$ cat src/rtl/matmul_pkg.sv
// Shared types for the matrix loader: FSM state encoding and element width.
package matmul_pkg;
  localparam int ELEM_W = 8;

  typedef enum logic [1:0] {
    LOAD_A = 2'd0,
    LOAD_B = 2'd1,
    FIRE   = 2'd2,
    DONE   = 2'd3
  } state_e;
endpackage

$ cat src/rtl/matrix_loader.sv
// Streams N*N bytes into A, then N*N into B (row-major), then pulses trigmult and done.
// Optional MATRIX_LOADER_ABORT_EN adds a synchronous abort input that restarts loading.
module matrix_loader
  import matmul_pkg::*;
#(
  parameter int N = 2
) (
  input  logic                       clk,
  input  logic                       rst,
  input  logic                       in_valid,
  input  logic [ELEM_W-1:0]          in_data,
`ifdef MATRIX_LOADER_ABORT_EN
  input  logic                       abort,
`endif
  output logic                       in_ready,
  output logic [N*N*ELEM_W-1:0]      A,
  output logic [N*N*ELEM_W-1:0]      B,
  output logic                       trigmult,
  output logic                       done
);
  localparam int NN = N * N;
  localparam int CW = (NN > 1) ? $clog2(NN) : 1;

  state_e                  state_q, state_d;
  logic [CW-1:0]           cnt_q, cnt_d;
  logic [NN*ELEM_W-1:0]    a_q, a_d, b_q, b_d;
  logic                    xfer, last, abort_w;

`ifdef MATRIX_LOADER_ABORT_EN
  assign abort_w = abort;
`else
  assign abort_w = 1'b0;
`endif

  assign A = a_q;
  assign B = b_q;

  always_comb begin
    state_d  = state_q;
    cnt_d    = cnt_q;
    a_d      = a_q;
    b_d      = b_q;
    // Handshake and strobes depend on state only, never on in_valid.
    in_ready = (state_q == LOAD_A) || (state_q == LOAD_B);
    trigmult = (state_q == FIRE);
    done     = (state_q == DONE);
    xfer     = in_valid && in_ready;
    last     = (cnt_q == CW'(NN - 1));

    unique case (state_q)
      LOAD_A, LOAD_B: begin
        if (abort_w) begin
          // Abort drops the same-cycle byte and leaves A/B contents alone.
          state_d = LOAD_A;
          cnt_d   = '0;
        end else if (xfer) begin
          if (state_q == LOAD_A) a_d[int'(cnt_q)*ELEM_W +: ELEM_W] = in_data;
          else                   b_d[int'(cnt_q)*ELEM_W +: ELEM_W] = in_data;
          cnt_d = last ? '0 : cnt_q + CW'(1);
          if (last) state_d = (state_q == LOAD_A) ? LOAD_B : FIRE;
        end
      end
      FIRE:    state_d = DONE;
      DONE:    state_d = LOAD_A;
      default: state_d = LOAD_A;
    endcase
  end

  always_ff @(posedge clk or posedge rst) begin
    if (rst) begin
      state_q <= LOAD_A;
      cnt_q   <= '0;
      a_q     <= '0;
      b_q     <= '0;
    end else begin
      state_q <= state_d;
      cnt_q   <= cnt_d;
      a_q     <= a_d;
      b_q     <= b_d;
    end
  end
endmodule

$ cat config.mk
export PLATFORM = sky130hd
export DESIGN_NAME = matrix_loader
export DESIGN_NICKNAME = d
export VERILOG_FILES = /design/src/rtl/matmul_pkg.sv /design/src/rtl/matrix_loader.sv
export SDC_FILE = /design/constraint.sdc
export NUM_CORES = 1
export LEC_CHECK = 0
export CAP_MARGIN = 20
export CORE_MARGIN = 5
export CORE_UTILIZATION = 48
export CTS_CLUSTER_SIZE = 25
export DETAILED_ROUTE_END_ITERATION = 10
export PLACE_DENSITY = 0.78
export SETUP_SLACK_MARGIN = 0.3
export SYNTH_ARGS = -nofsm -noshare
export SYNTH_HDL_FRONTEND = slang
export SYNTH_SLANG_ARGS = --single-unit
$ cat constraint.sdc
create_clock -name clk -period 3 [get_ports clk]
set_clock_uncertainty 0.2 [all_clocks]
set_input_delay 0.75 -clock clk [delete_from_list [all_inputs] [get_ports clk]]
set_output_delay 0.75 -clock clk [all_outputs]
set_load 0.02 [all_outputs]
==> out/qor.csv, run 1 <==
metric;value;unit
power_density;946;nW/um2
clock-sinks;68;
max_slew.worst_pin.slew;703;ps
cts_hold_buf;0;
insertion_delay;330;ps
path_delay_family;buffers and inverters;
endpoint_kind;output port;
syn_to_final_growth;38.1;%
syn_inst;255;
synth_seq_area_share;60.2;%
synthesis.area;2830;um2
cpPeakStageDelay;390;ps
clockBufferDepth;2;
cts_buffers;9;
drv_cap;0;
grt_use_total;20.2;%
io_buffers;77;
initial_core_util;48.6;%
synth.top_cells.by_count;74 x nand2_1, 68 x dfrtp_1, 48 x o21ai_1;
core-area;5820;um2
fin_crit;2630;ps
rsz0062_at_grt;true;
die_w;86.7;um
clk_pin_slew_worst_paths;70;ps
hp-class;flop to flop;
firstDrtPassIters;4;
critPathRequiredTime;2050;ps
fp.dieH;86.7;um
path_buf_inv;2;
via_per_inst;5.20;
synth.area.top_cells;dfrtp_1 60%, nand2_1 9.8%, o21ai_1 8.5%;
drive_gt1_share;9.65;%
nets;358;
hpwl;4.84;mm
synth.largest_area_cell;dfrtp_1;
synth_edf_count;0;
outcome;completed;
cp_slowest_cell;dfrtp_1;
post-synth-top-count-cell;nand2_1;
clock.fmax;381;MHz
syn_avg_cell_area;11.1;um2
wl;6.66;mm
setup_viol;0;
synth_ff_type;dfrtp_1;
ir_drop;0.729;mV
yosysTopAreaCellShare;60.2;%
ant_nets;0;
p_leak;1.70;nW
wl_per_cell;16.0;um
path_class;flop to output port;
grt_max_degree;31;
hold_ws;286;ps
diodes;0;
antenna_found_initial;0;
drc;0;
grt_pass1_vias;2258;
fin_crit_sh;87.5;%
slew_violations;0;
crit_fanout;12;
critical_path_arrival;1680;ps
crit_chain;inv_1 -> ha_2 -> or2_1 -> dlygate4sd2_1;
fin_setup_tns;0;ps
relSlewSlack;53.1;%
htreeDepth;3;
cts_root_buf;clkbuf_8;
fillers;491;
cts_tree;built;
synth_warnings;0;
drt-initial-drc-count;96;
gp_congestion;0.773;
std_cell_rows;28;
start_kind;flop;
hold_viol;0;
yosysUniqueCellTypes;28;
die_area;7520;um2
grt_pass1_wl;11.4;mm
ioPinCount;78;
ys_ff_latch;68;
grt_remaining_overflow;0;
async_flop_share;100;%
syn_nets;275;
vias;2167;
==> final timing paths <==
kind | startpoint | end | slack (ps) | cells past startpoint
max in group asynchronous | rst | B[18] | 1390 | 3
max reg2reg | cnt_q[0] | A[17] | 850 | 5
max | state_q[0] | in_ready | 370 | 4
min reg2reg | A[26] | A[26] | 290 | 2
min | A[26] | A[26] | 290 | 2
min in group asynchronous | rst | A[26] | 650 | 2
==> cells by family (layout without fill, tap and decap cells) <==
family | Yosys count | in the layout | share of synthesized area, %
AO/OA/AOI/OAI | 67 | 67 | 14.3
buffers and inverters | 16 | 103 | 2.97
flip-flops | 68 | 68 | 60.2
adder cells (fa/ha/maj) | 9 | 9 | 3.99
AND/OR/NAND/NOR | 92 | 92 | 17.4
multiplexers | 3 | 3 | 1.15
==> layout by cell type, fill, tap and decap left out, drive strengths merged <==
| master | instances |
|---|---|
| and3b | 1 |
| nor3b | 1 |
| a22o | 16 |
| buf | 6 |
| o21ai | 49 |
| nand3 | 4 |
| a221o | 1 |
| clkdlybuf4s50 | 76 |
| mux2 | 2 |
| nor4b | 1 |
| or2 | 1 |
| dfrtp | 68 |
| bufinv | 1 |
| inv | 5 |
| nand2 | 74 |
| dlygate4sd2 | 1 |
| nor2 | 2 |
| ha | 9 |
| a21o | 1 |
| mux2i | 1 |
| nand3b | 1 |
| nor3 | 1 |
| nand4b | 4 |
| clkbuf | 14 |
| and3 | 1 |
| nand4bb | 1 |
==> layout make-up <==
type | count | area (um2) | area share (%)
clock buffer | 14 | 173 | 4.43
clock inverter | 1 | 30.0 | 0.770
inverter | 5 | 18.8 | 0.481
multi-input combinational | 171 | 1040 | 26.8
sequential | 68 | 1700 | 43.6
tap | 75 | 93.8 | 2.41
timing repair buffer | 83 | 840 | 21.5
==> worst register-to-register path: cells and delay by family (launching register included) <==
family	cells	cell delay (ps)
buffers and inverters	1	140
AND/OR/NAND/NOR	2	600
adder cells (fa/ha/maj)	1	430
flip-flops	1	540
AO/OA/AOI/OAI	1	160
==> metrics by stage <==
stage,instances,util [%],setup WS (ps),instance area [um2],power [mW]
2_1_floorplan,255,-,338,2830,2.30
3_3_place_gp,402,63.5,433,3690,2.92
6_report,417,67.1,375,3900,3.69
3_5_place_dp,402,63.5,381,3690,2.96
5_1_grt,417,67.1,271,3900,3.93
4_1_cts,417,67.1,371,3900,3.73
==> sequential cells by signal, indices dropped and copies added, names as in the netlist <==
register and count:
A 32, B 32, cnt_q 2, state_q 2
==> where the power goes <==
part | total [mW] | switching (mW) | leakage (nW) | internal (mW)
Clock | 0.762 | 0.313 | 0.103 | 0.449
Sequential | 1.33 | 0.165 | 0.933 | 1.16
Combinational | 1.60 | 0.861 | 0.660 | 0.741
==> metal layers <==
| layer | track usage, % | routed length [um] |
|---|---|---|
| met1 | 25.8 | 2840 |
| met2 | 32.8 | 3240 |
| met3 | 4.66 | 437 |
| met4 | 8.78 | 136 |
| met5 | 0 | 0 |
==> what timing repair did <==
action                     CTS  global route
pin swaps                    0             0
cloned                       0             0
setup buffers                0             0
setup endpoints to repair    1             1
resized for setup            3             0
(Power assumes the default switching activity.)
==> inputs of run 2 (changes only) <==
--- a/config.mk
+++ b/config.mk
@@ -5,12 +5,12 @@
 export SDC_FILE = /design/constraint.sdc
 export NUM_CORES = 1
 export LEC_CHECK = 0
-export CAP_MARGIN = 20
+export CORE_ASPECT_RATIO = 1.5
 export CORE_MARGIN = 5
-export CORE_UTILIZATION = 48
+export CORE_UTILIZATION = 30
 export CTS_CLUSTER_SIZE = 25
 export DETAILED_ROUTE_END_ITERATION = 10
-export PLACE_DENSITY = 0.78
+export PLACE_DENSITY = 0.52
 export SETUP_SLACK_MARGIN = 0.3
 export SYNTH_ARGS = -nofsm -noshare
 export SYNTH_HDL_FRONTEND = slang
==> run 2 against run 1 <==
Against the previous run: fmax down 0.12%; critical path depth unchanged; routed wire length up 12%; non-clock buffer count down 1; die area up 53%; via count down 3.0%; utilization down 23 points; sequential power about the same; combinational power about the same; sequential cell count unchanged; cell count up 8.9%; worst setup slack worse by 3.1 ps; critical path type unchanged; largest cell class unchanged; largest power group unchanged.
==> out/qor.csv, run 2 (same netlist as run 1, synthesis figures left out) <==
metric;value;unit
vias;2103;
final_common_cell;clkdlybuf4s50_1;
clockBufferDepth;2;
cts_tree;built;
die_area;11500;um2
clk_pin_slew_worst_paths;50;ps
relSlewSlack;65.3;%
internal-power;2.74;mW
initial_core_util;30.5;%
firstDrtPassIters;4;
grt_pass1_wl;12.1;mm
most-common-layout-cells;76 x clkdlybuf4s50_1, 74 x nand2_1, 68 x dfrtp_1;
critPathRequiredTime;2050;ps
slew_violations;0;
fin_crit;2630;ps
grt_max_degree;69;
cts_buffers;9;
drive_gt1_share;10.2;%
nets;357;
p_leak;1.75;nW
wl_per_cell;16.5;um
hp-class;flop to flop;
power.total;4.17;mW
fin_setup_tns;0;ps
ioPinCount;78;
path_class;flop to output port;
cts_hold_buf;0;
outcome;completed;
power_density;1020;nW/um2
htreeDepth;3;
rsz0062_at_grt;true;
hpwl;5.33;mm
cts_root_buf;clkbuf_16;
endpoint_kind;output port;
path_delay_family;buffers and inverters;
cp_slowest_cell;dfrtp_1;
grt_remaining_overflow;0;
setup_viol;0;
start_kind;flop;
crit_chain;inv_1 -> ha_2 -> or2_1 -> dlygate4sd2_1;
fin_crit_sh;87.6;%
crit_fanout;12;
diodes;0;
via_per_inst;4.63;
ir_drop;0.487;mV
hold_viol;0;
p_clk_share;29.3;%
core-area;9250;um2
max_slew.worst_pin.slew;518;ps
syn_to_final_growth;44.2;%
grt_pass1_vias;2167;
antenna_found_initial;0;
power_frac_seq;32.0;%
drt-initial-drc-count;82;
ant_nets;0;
clock.fmax;380;MHz
wl;7.48;mm
std_cell_rows;43;
path_buf_inv;2;
gp_congestion;0.773;
post-route-util;44.0;%
drc;0;
fillers;902;
power_frac_comb;38.7;%
switchingPower;1.44;mW
clock-sinks;68;
critical_path_arrival;1680;ps
die_w;89.2;um
cpPeakStageDelay;390;ps
fp.dieH;129;um
swShare;34.4;%
grt_use_total;14.2;%
drv_cap;0;
io_buffers;77;
insertion_delay;330;ps
cts_setup_buffers;0;
[run 2: power groups by stage]
| stage | logic, mW | clock network, mW | registers (mW) |
|---|---|---|---|
| after detailed placement | 1.64 | 0 | 1.35 |
| final | 1.62 | 1.22 | 1.33 |
| after global placement | 1.61 | 0 | 1.35 |
| after floorplan | 0.721 | 0 | 1.58 |
| after CTS | 1.64 | 1.25 | 1.34 |
| after global routing | 1.75 | 1.29 | 1.37 |
[run 2: repair_timing]
item                                    4_1_cts  5_1_grt
pin swaps                                     0        0
endpoints found under the setup margin        1        1
gates resized for setup                       3        0
[run 2: worst paths after layout]
kind                             from        to  slack (ps)  cells after the start
max in group asynchronous         rst      A[1]        1690                      3
setup reg to reg             cnt_q[0]     A[18]         790                      5
setup / recovery           state_q[0]  in_ready         370                      4
min in group asynchronous         rst      B[9]         620                      3
hold reg to reg                 B[13]     B[13]         280                      2
hold / removal                  B[13]     B[13]         280                      2
[run 2: area by class of cell]
class                   count  area [um2]  share of cell area (%)
inverters                   5        18.8                   0.461
clock buffers              10         239                    5.86
clock inverters             6         111                    2.73
multi-input cells         171        1040                    25.6
well taps                 112         140                    3.44
repair buffers             82         820                    20.1
flip-flops and latches     68        1700                    41.8
[run 2: worst reg2reg max path: stages (launching register included)]
cell and delay, ps:
dfrtp_1 540, inv_1 140, ha_1 450, nor4b_4 500
nand2_1 150, o21ai_1 150
[run 2: per-stage QoR]
step / cells / setup WS, ps / instance area (um2) / hold slack [ps]
floorplan: 255 / 338 / 2830 / 312
global route: 454 / 297 / 4080 / 299
detailed placement: 438 / 356 / 3720 / 275
finish: 454 / 372 / 4080 / 280
global placement: 438 / 423 / 3720 / 267
CTS: 454 / 361 / 4080 / 287
[run 2: per-layer routing]
metal  vias up  global-route usage (%)  part of all wire, %
li1       1050                       -                    -
met1       999                    18.8                   44
met2        45                    21.9                   49
met3         9                    3.27                  4.6
met4         0                    6.57                  2.1
met5         -                       0                    0
